File: config.mk
export PLATFORM = sky130hd
export DESIGN_NAME = rb1_port_arbiter_flat
export DESIGN_NICKNAME = d
export VERILOG_FILES = /design/src/rtl/rb1_port_arbiter_pkg.sv /design/src/rtl/rb1_port_arbiter_if.sv /design/src/rtl/rb1_port_arbiter_rr_pick2.sv /design/src/rtl/rb1_port_arbiter.sv /design/src/flat_wrapper.sv
export SDC_FILE = /design/constraint.sdc
export NUM_CORES = 1
export LEC_CHECK = 0
export CORE_AREA = 2 2 64 66
export DETAILED_ROUTE_END_ITERATION = 7
export DIE_AREA = 0 0 66 68
export PLACE_DENSITY = 0.76
export SLEW_MARGIN = 0
export SYNTH_ARGS = -nofsm -noshare
export SYNTH_HDL_FRONTEND = slang
export SYNTH_SLANG_ARGS = --single-unit
File: constraint.sdc
create_clock -name clk -period 3.2 [get_ports clk]
set_input_delay 0.32 -clock clk [delete_from_list [all_inputs] [get_ports clk]]
set_output_delay 0.32 -clock clk [all_outputs]
set_load 0.05 [all_outputs]
File: src/rtl/rb1_port_arbiter_pkg.sv
// rb1_port_arbiter_pkg: shared widths, range limit, arbitration state codes and bank command encoding
package rb1_port_arbiter_pkg;
  localparam int RB_AW = 5;
  localparam int RB_DW = 8;
  localparam int RB_ADDR_MAX = 17;
  typedef logic [1:0] arb_state_t;
  localparam arb_state_t ST_UNLOCKED = 2'd0;
  localparam arb_state_t ST_LOCK0 = 2'd1;
  localparam arb_state_t ST_LOCK1 = 2'd2;
  localparam logic RW_READ = 1'b1;
  localparam logic RW_WRITE = 1'b0;
  function automatic arb_state_t lock_state(input logic id);
    return id ? ST_LOCK1 : ST_LOCK0;
  endfunction
endpackage

File: src/rtl/rb1_port_arbiter_if.sv
// rb1_port_arbiter_if: one requester's request/response bundle toward the RB1 arbiter
interface rb1_port_arbiter_if
  import rb1_port_arbiter_pkg::*;
#(
  parameter int AW = RB_AW,
  parameter int DW = RB_DW
);
  logic          req;
  logic          lock;
  logic          rw;
  logic [AW-1:0] addr;
  logic [DW-1:0] wdata;
  logic          gnt;
  logic          rvalid;
  logic          err;
  modport master (output req, lock, rw, addr, wdata, input gnt, rvalid, err);
  modport slave (input req, lock, rw, addr, wdata, output gnt, rvalid, err);
endinterface

File: src/rtl/rb1_port_arbiter_rr_pick2.sv
// rb1_port_arbiter_rr_pick2: two-way round-robin chooser; ptr names the last winner, which loses a tie
module rb1_port_arbiter_rr_pick2 (
  input  logic req0,
  input  logic req1,
  input  logic ptr,
  output logic win_valid,
  output logic win_id
);
  // a tie goes to the master that did not win last
  always_comb begin
    win_valid = req0 | req1;
    win_id = (req0 & req1) ? ~ptr : req1;
  end
endmodule

File: src/rtl/rb1_port_arbiter.sv
// rb1_port_arbiter: round-robin / burst-lock sharing of register bank RB1 between frame reader m0 and host writer m1
module rb1_port_arbiter
  import rb1_port_arbiter_pkg::*;
#(
  parameter int AW = RB_AW,
  parameter int DW = RB_DW,
  parameter int ADDR_MAX = RB_ADDR_MAX
) (
  input  logic              clk,
  input  logic              rst,
  rb1_port_arbiter_if.slave m0,
  rb1_port_arbiter_if.slave m1,
  output logic [DW-1:0]     rdata,
  output logic              RB1_RW,
  output logic [AW-1:0]     RB1_A,
  output logic [DW-1:0]     RB1_D,
  input  logic [DW-1:0]     RB1_Q
);
  localparam logic [AW-1:0] LAST_WORD = AW'(ADDR_MAX);
  arb_state_t    st_q, st_d;
  logic          rr_q, rr_d, rd_q, rd_d, oor_q, oor_d, rw_q, rw_d;
  logic [1:0]    gnt_q, gnt_d, rvalid_q, rvalid_d, err_q, err_d;
  logic [AW-1:0] a_q, a_d;
  logic [DW-1:0] d_q, d_d, rdata_q, rdata_d;
  logic          pick_valid, pick_id, win_valid, win_id, w_lock, w_rw, w_oor;
  logic [AW-1:0] w_addr;
  logic [DW-1:0] w_wdata;

  rb1_port_arbiter_rr_pick2 u_pick (
    .req0      (m0.req),
    .req1      (m1.req),
    .ptr       (rr_q),
    .win_valid (pick_valid),
    .win_id    (pick_id)
  );

  // pick the winner (a held lock overrides round-robin) and form the next registered bank command
  always_comb begin
    win_valid = (st_q == ST_LOCK0) ? m0.req : (st_q == ST_LOCK1) ? m1.req : pick_valid;
    win_id = (st_q == ST_LOCK0) ? 1'b0 : (st_q == ST_LOCK1) ? 1'b1 : pick_id;
    w_lock = win_id ? m1.lock : m0.lock;
    w_rw = win_id ? m1.rw : m0.rw;
    w_addr = win_id ? m1.addr : m0.addr;
    w_wdata = win_id ? m1.wdata : m0.wdata;
    w_oor = w_addr > LAST_WORD;
    st_d = (win_valid && w_lock) ? lock_state(win_id) : ST_UNLOCKED;
    rr_d = win_valid ? win_id : rr_q;
    gnt_d = win_valid ? (win_id ? 2'b10 : 2'b01) : 2'b00;
    rw_d = (win_valid && w_rw == RW_WRITE && !w_oor) ? RW_WRITE : RW_READ;
    a_d = win_valid ? w_addr : a_q;
    d_d = win_valid ? w_wdata : d_q;
    rd_d = win_valid && w_rw == RW_READ;
    oor_d = win_valid && w_oor;
  end

  // retire the command the bank executed this cycle: capture read data, schedule rvalid/err
  always_comb begin
    rvalid_d = rd_q ? gnt_q : 2'b00;
    err_d = oor_q ? gnt_q : 2'b00;
    rdata_d = rd_q ? (oor_q ? '0 : RB1_Q) : rdata_q;
  end

  // arbitration and pipeline state; reset discards any read still in flight
  always_ff @(posedge clk or negedge rst) begin
    if (!rst) begin
      st_q <= ST_UNLOCKED;
      rr_q <= 1'b1;
      gnt_q <= 2'b00;
      rvalid_q <= 2'b00;
      err_q <= 2'b00;
      rd_q <= 1'b0;
      oor_q <= 1'b0;
      rw_q <= RW_READ;
      a_q <= '0;
      d_q <= '0;
      rdata_q <= '0;
    end else begin
      st_q <= st_d;
      rr_q <= rr_d;
      gnt_q <= gnt_d;
      rvalid_q <= rvalid_d;
      err_q <= err_d;
      rd_q <= rd_d;
      oor_q <= oor_d;
      rw_q <= rw_d;
      a_q <= a_d;
      d_q <= d_d;
      rdata_q <= rdata_d;
    end
  end

  assign m0.gnt = gnt_q[0];
  assign m1.gnt = gnt_q[1];
  assign m0.rvalid = rvalid_q[0];
  assign m1.rvalid = rvalid_q[1];
  assign m0.err = err_q[0];
  assign m1.err = err_q[1];
  assign rdata = rdata_q;
  assign RB1_RW = rw_q;
  assign RB1_A = a_q;
  assign RB1_D = d_q;
endmodule
File: src/flat_wrapper.sv
// flat-port wrapper written by rule: the top's interface ports become plain ports
module rb1_port_arbiter_flat import rb1_port_arbiter_pkg::*;
#(
  parameter int AW = RB_AW,
  parameter int DW = RB_DW,
  parameter int ADDR_MAX = RB_ADDR_MAX
)
  (clk, rst, rdata, RB1_RW, RB1_A, RB1_D, RB1_Q, m0_req, m0_lock, m0_rw, m0_addr, m0_wdata, m0_gnt, m0_rvalid, m0_err, m1_req, m1_lock, m1_rw, m1_addr, m1_wdata, m1_gnt, m1_rvalid, m1_err);
  rb1_port_arbiter_if #(.AW(AW), .DW(DW)) m0_i ();
  rb1_port_arbiter_if #(.AW(AW), .DW(DW)) m1_i ();
  input  logic clk;
  input  logic rst;
  output logic [DW-1:0] rdata;
  output logic RB1_RW;
  output logic [AW-1:0] RB1_A;
  output logic [DW-1:0] RB1_D;
  input  logic [DW-1:0] RB1_Q;
  input wire logic [$bits(m0_i.req)-1:0] m0_req;
  input wire logic [$bits(m0_i.lock)-1:0] m0_lock;
  input wire logic [$bits(m0_i.rw)-1:0] m0_rw;
  input wire logic [$bits(m0_i.addr)-1:0] m0_addr;
  input wire logic [$bits(m0_i.wdata)-1:0] m0_wdata;
  output wire logic [$bits(m0_i.gnt)-1:0] m0_gnt;
  output wire logic [$bits(m0_i.rvalid)-1:0] m0_rvalid;
  output wire logic [$bits(m0_i.err)-1:0] m0_err;
  input wire logic [$bits(m1_i.req)-1:0] m1_req;
  input wire logic [$bits(m1_i.lock)-1:0] m1_lock;
  input wire logic [$bits(m1_i.rw)-1:0] m1_rw;
  input wire logic [$bits(m1_i.addr)-1:0] m1_addr;
  input wire logic [$bits(m1_i.wdata)-1:0] m1_wdata;
  output wire logic [$bits(m1_i.gnt)-1:0] m1_gnt;
  output wire logic [$bits(m1_i.rvalid)-1:0] m1_rvalid;
  output wire logic [$bits(m1_i.err)-1:0] m1_err;
  assign m0_i.req = m0_req;
  assign m0_i.lock = m0_lock;
  assign m0_i.rw = m0_rw;
  assign m0_i.addr = m0_addr;
  assign m0_i.wdata = m0_wdata;
  assign m0_gnt = m0_i.gnt;
  assign m0_rvalid = m0_i.rvalid;
  assign m0_err = m0_i.err;
  assign m1_i.req = m1_req;
  assign m1_i.lock = m1_lock;
  assign m1_i.rw = m1_rw;
  assign m1_i.addr = m1_addr;
  assign m1_i.wdata = m1_wdata;
  assign m1_gnt = m1_i.gnt;
  assign m1_rvalid = m1_i.rvalid;
  assign m1_err = m1_i.err;
  rb1_port_arbiter #(.AW(AW), .DW(DW), .ADDR_MAX(ADDR_MAX)) u_core (.clk(clk), .rst(rst), .m0(m0_i), .m1(m1_i), .rdata(rdata), .RB1_RW(RB1_RW), .RB1_A(RB1_A), .RB1_D(RB1_D), .RB1_Q(RB1_Q));
endmodule
==> metrics.cfg <==
[sta]
fin_skew_ns=0.00512
final-setup-viol-count=0
clock.fmax_ghz=0.472
period_needed_ns=2.12
fin_crit_sh_pct=66.3
slew_headroom_pct=21.5
worst_slew_pin_slew_ns=1.17
rsz0062_at_grt=false
hold_violations=0
tns_ns=0
slew_violations=0

[route]
wl_um=3240
detail_route.iter0.violations=42
wl_per_cell_um=13.6
ant_nets=0
vias=1101
drc=0
drt_pass1_iterations=3
vias_per_cell=4.63

[clocking]
holdBufCountCts=0
cts_buffer_depth=2
htreeDepth=2
cts_resized=0
clockRootBuffer=clkbuf_8
cts_setup_buffers=0
cts_tree=yes
cts_inserted_buffers=5
clkLatencyLatePin_ns=0.28
clkSinkCount=33
path_clk_slew_ns=0.07

[synthesis]
synth_top_cell_by_area=dfrtp_1
ys_top_cells_by_area=dfrtp_1 53%, mux2_4 10%, mux2_2 10%
synth_area_um2=1470
synth_top_area_share_pct=52.8
async_flop_share_pct=100
ys.flop_type=dfrtp_1
synth_edf_count=0
yosys_warnings=0
synth_area_per_cell_um2=12.8
ys_ff_latch=33
synthCells=115
syn_nets=157
ys_seq_area_share_pct=56.3
synth_cell_types=23

[placement]
io_buffers=69
place_hpwl_um=2420
place.gp.congestion=0.726
placed_cells=230

[critical_path]
cp-start-kind=primary input
path_max_fanout=16
critPathCaptureType=flip-flop
worstPathRequired_ns=3.37
crit_arrival_ns=2.29
criticalPathCategory=primary input to flip-flop

[global_route]
overflow=0
grt_pass1_wl_um=4950
grt_usage_pct=15.2
grt_pass1_vias=1137
grt_max_degree=34
antenna_found_initial=0

[final_layout]
fin_nets=229
n_antenna_cell=0
final_cell_count_no_fill=238
area_delta_synth_final_pct=57.5
layout-drive-gt1-share_pct=18.6

[floorplan]
rows=23
core_area_um2=3860
fp.dieArea_um2=4490
io_pins=70
fp.dieW_um=66
fp.dieH_um=68
initial_utilization_pct=38.1

[min_path]
worstHoldPathType=primary input to asynchronous set/reset pin

[power]
p_leak_nw=1.00
finalPower_mw=1.61
peakVddDrop_v=0.000312
p_per_area_nw_per_um2=693

[run_status]
status=finished clean

[run]
maxCapViolations=0

==> worst max-delay path, stage by stage <==
cell and delay, ns:
clkdlybuf4s50_1 0.49, a21oi_1 0.13, nor2_1 0.92, mux2_2 0.43
==> layout make-up <==
type	count	area, um2
Multi-Input combinational cell	68	573
Timing Repair Buffer	70	698
Clock buffer	6	82.6
Sequential cell	33	828
Tap cell	50	62.6
Inverter	9	33.8
Clock inverter	2	37.5
Fill cell	330	1540
==> final timing paths <==
path	from	to	slack, ns	depth (start not counted)
worst max register to register	u_core.st_q[0]	u_core.RB1_A[3]	1.13	4
worst min-delay path	rst	u_core.rvalid_q[1]	0.44	2
max in group asynchronous	rst	u_core.RB1_RW	2.43	2
worst min register to register	u_core.rr_q	u_core.rr_q	0.50	2
min in group clk	u_core.rr_q	u_core.rr_q	0.50	2
worst max-delay path	m1_req	u_core.RB1_A[3]	1.08	4
==> layer usage <==
| metal | routed length [um] | global-route usage [%] |
|---|---|---|
| met1 | 1260 | 15.4 |
| met2 | 1510 | 27.0 |
| met3 | 413 | 7.89 |
| met4 | 64 | 5.36 |
| met5 | 0 | 0 |
==> cells in the mapped netlist (2+ instances only) <==
| cell type | count |
|---|---|
| nand2b_1 | 2 |
| dfrtp_1 | 31 |
| clkbuf_1 | 2 |
| nand2_1 | 8 |
| o31a_1 | 2 |
| inv_1 | 9 |
| dfstp_2 | 2 |
| o21ai_0 | 10 |
| mux2_1 | 3 |
| mux2_2 | 13 |
| and2_1 | 6 |
| mux2_4 | 10 |
| buf_6 | 2 |
| mux2i_1 | 2 |
| nor3_1 | 5 |
==> power by group <==
part	leakage, nW	switching [mW]	internal (mW)
Clock	0.0574	0.151	0.253
Sequential	0.405	0.0480	0.503
Combinational	0.541	0.389	0.262
Total	1.00	0.588	1.02
==> kinds of logic after synthesis <==
| kind of cell | synth area share [%] |
|---|---|
| and+or+nand+nor | 8.77 |
| buffers and inverters | 4.68 |
| AOI/OAI and AO/OA | 5.62 |
| adders and majority gates | 0.766 |
| muxes | 23.8 |
| DFF | 56.3 |
==> stage by stage <==
stage / hold WS (ns) / instance area (um2) / setup slack, ns / util [%]
final: 0.442 / 2320 / 1.08 / 60.1
after global routing: 0.470 / 2320 / 0.926 / 60.1
after CTS: 0.451 / 2320 / 1.03 / 60.1
after detailed placement: 0.487 / 2200 / 0.732 / 56.9
after global placement: 0.483 / 2200 / 0.836 / 56.9
after floorplan: 0.0244 / 1470 / 1.53 / -
==> flip-flops by register name (all words and copies together), names as in the netlist <==
signal / flops
u_core.rr_q: 1
u_core.RB1_A: 5
u_core.oor_q: 1
u_core.gnt_q: 2
u_core.RB1_RW: 1
u_core.st_q: 2
u_core.rvalid_q: 2
u_core.rd_q: 1
u_core.RB1_D: 8
u_core.rdata: 8
u_core.err_q: 2
==> cells in the final DEF (no fill, tap or decap), types with 2 or more instances in the layout <==
| master | count |
|---|---|
| mux2_4 | 10 |
| inv_1 | 9 |
| dfstp_2 | 2 |
| o31a_1 | 2 |
| nand2_1 | 8 |
| mux2_1 | 3 |
| nand2b_1 | 2 |
| clkbuf_8 | 6 |
| nor3_1 | 5 |
| clkdlybuf4s50_1 | 69 |
| o21ai_0 | 10 |
| and2_1 | 6 |
| dfrtp_1 | 31 |
| mux2_2 | 13 |
| mux2i_1 | 2 |
No activity file was read; power rests on OpenSTA's default activity.
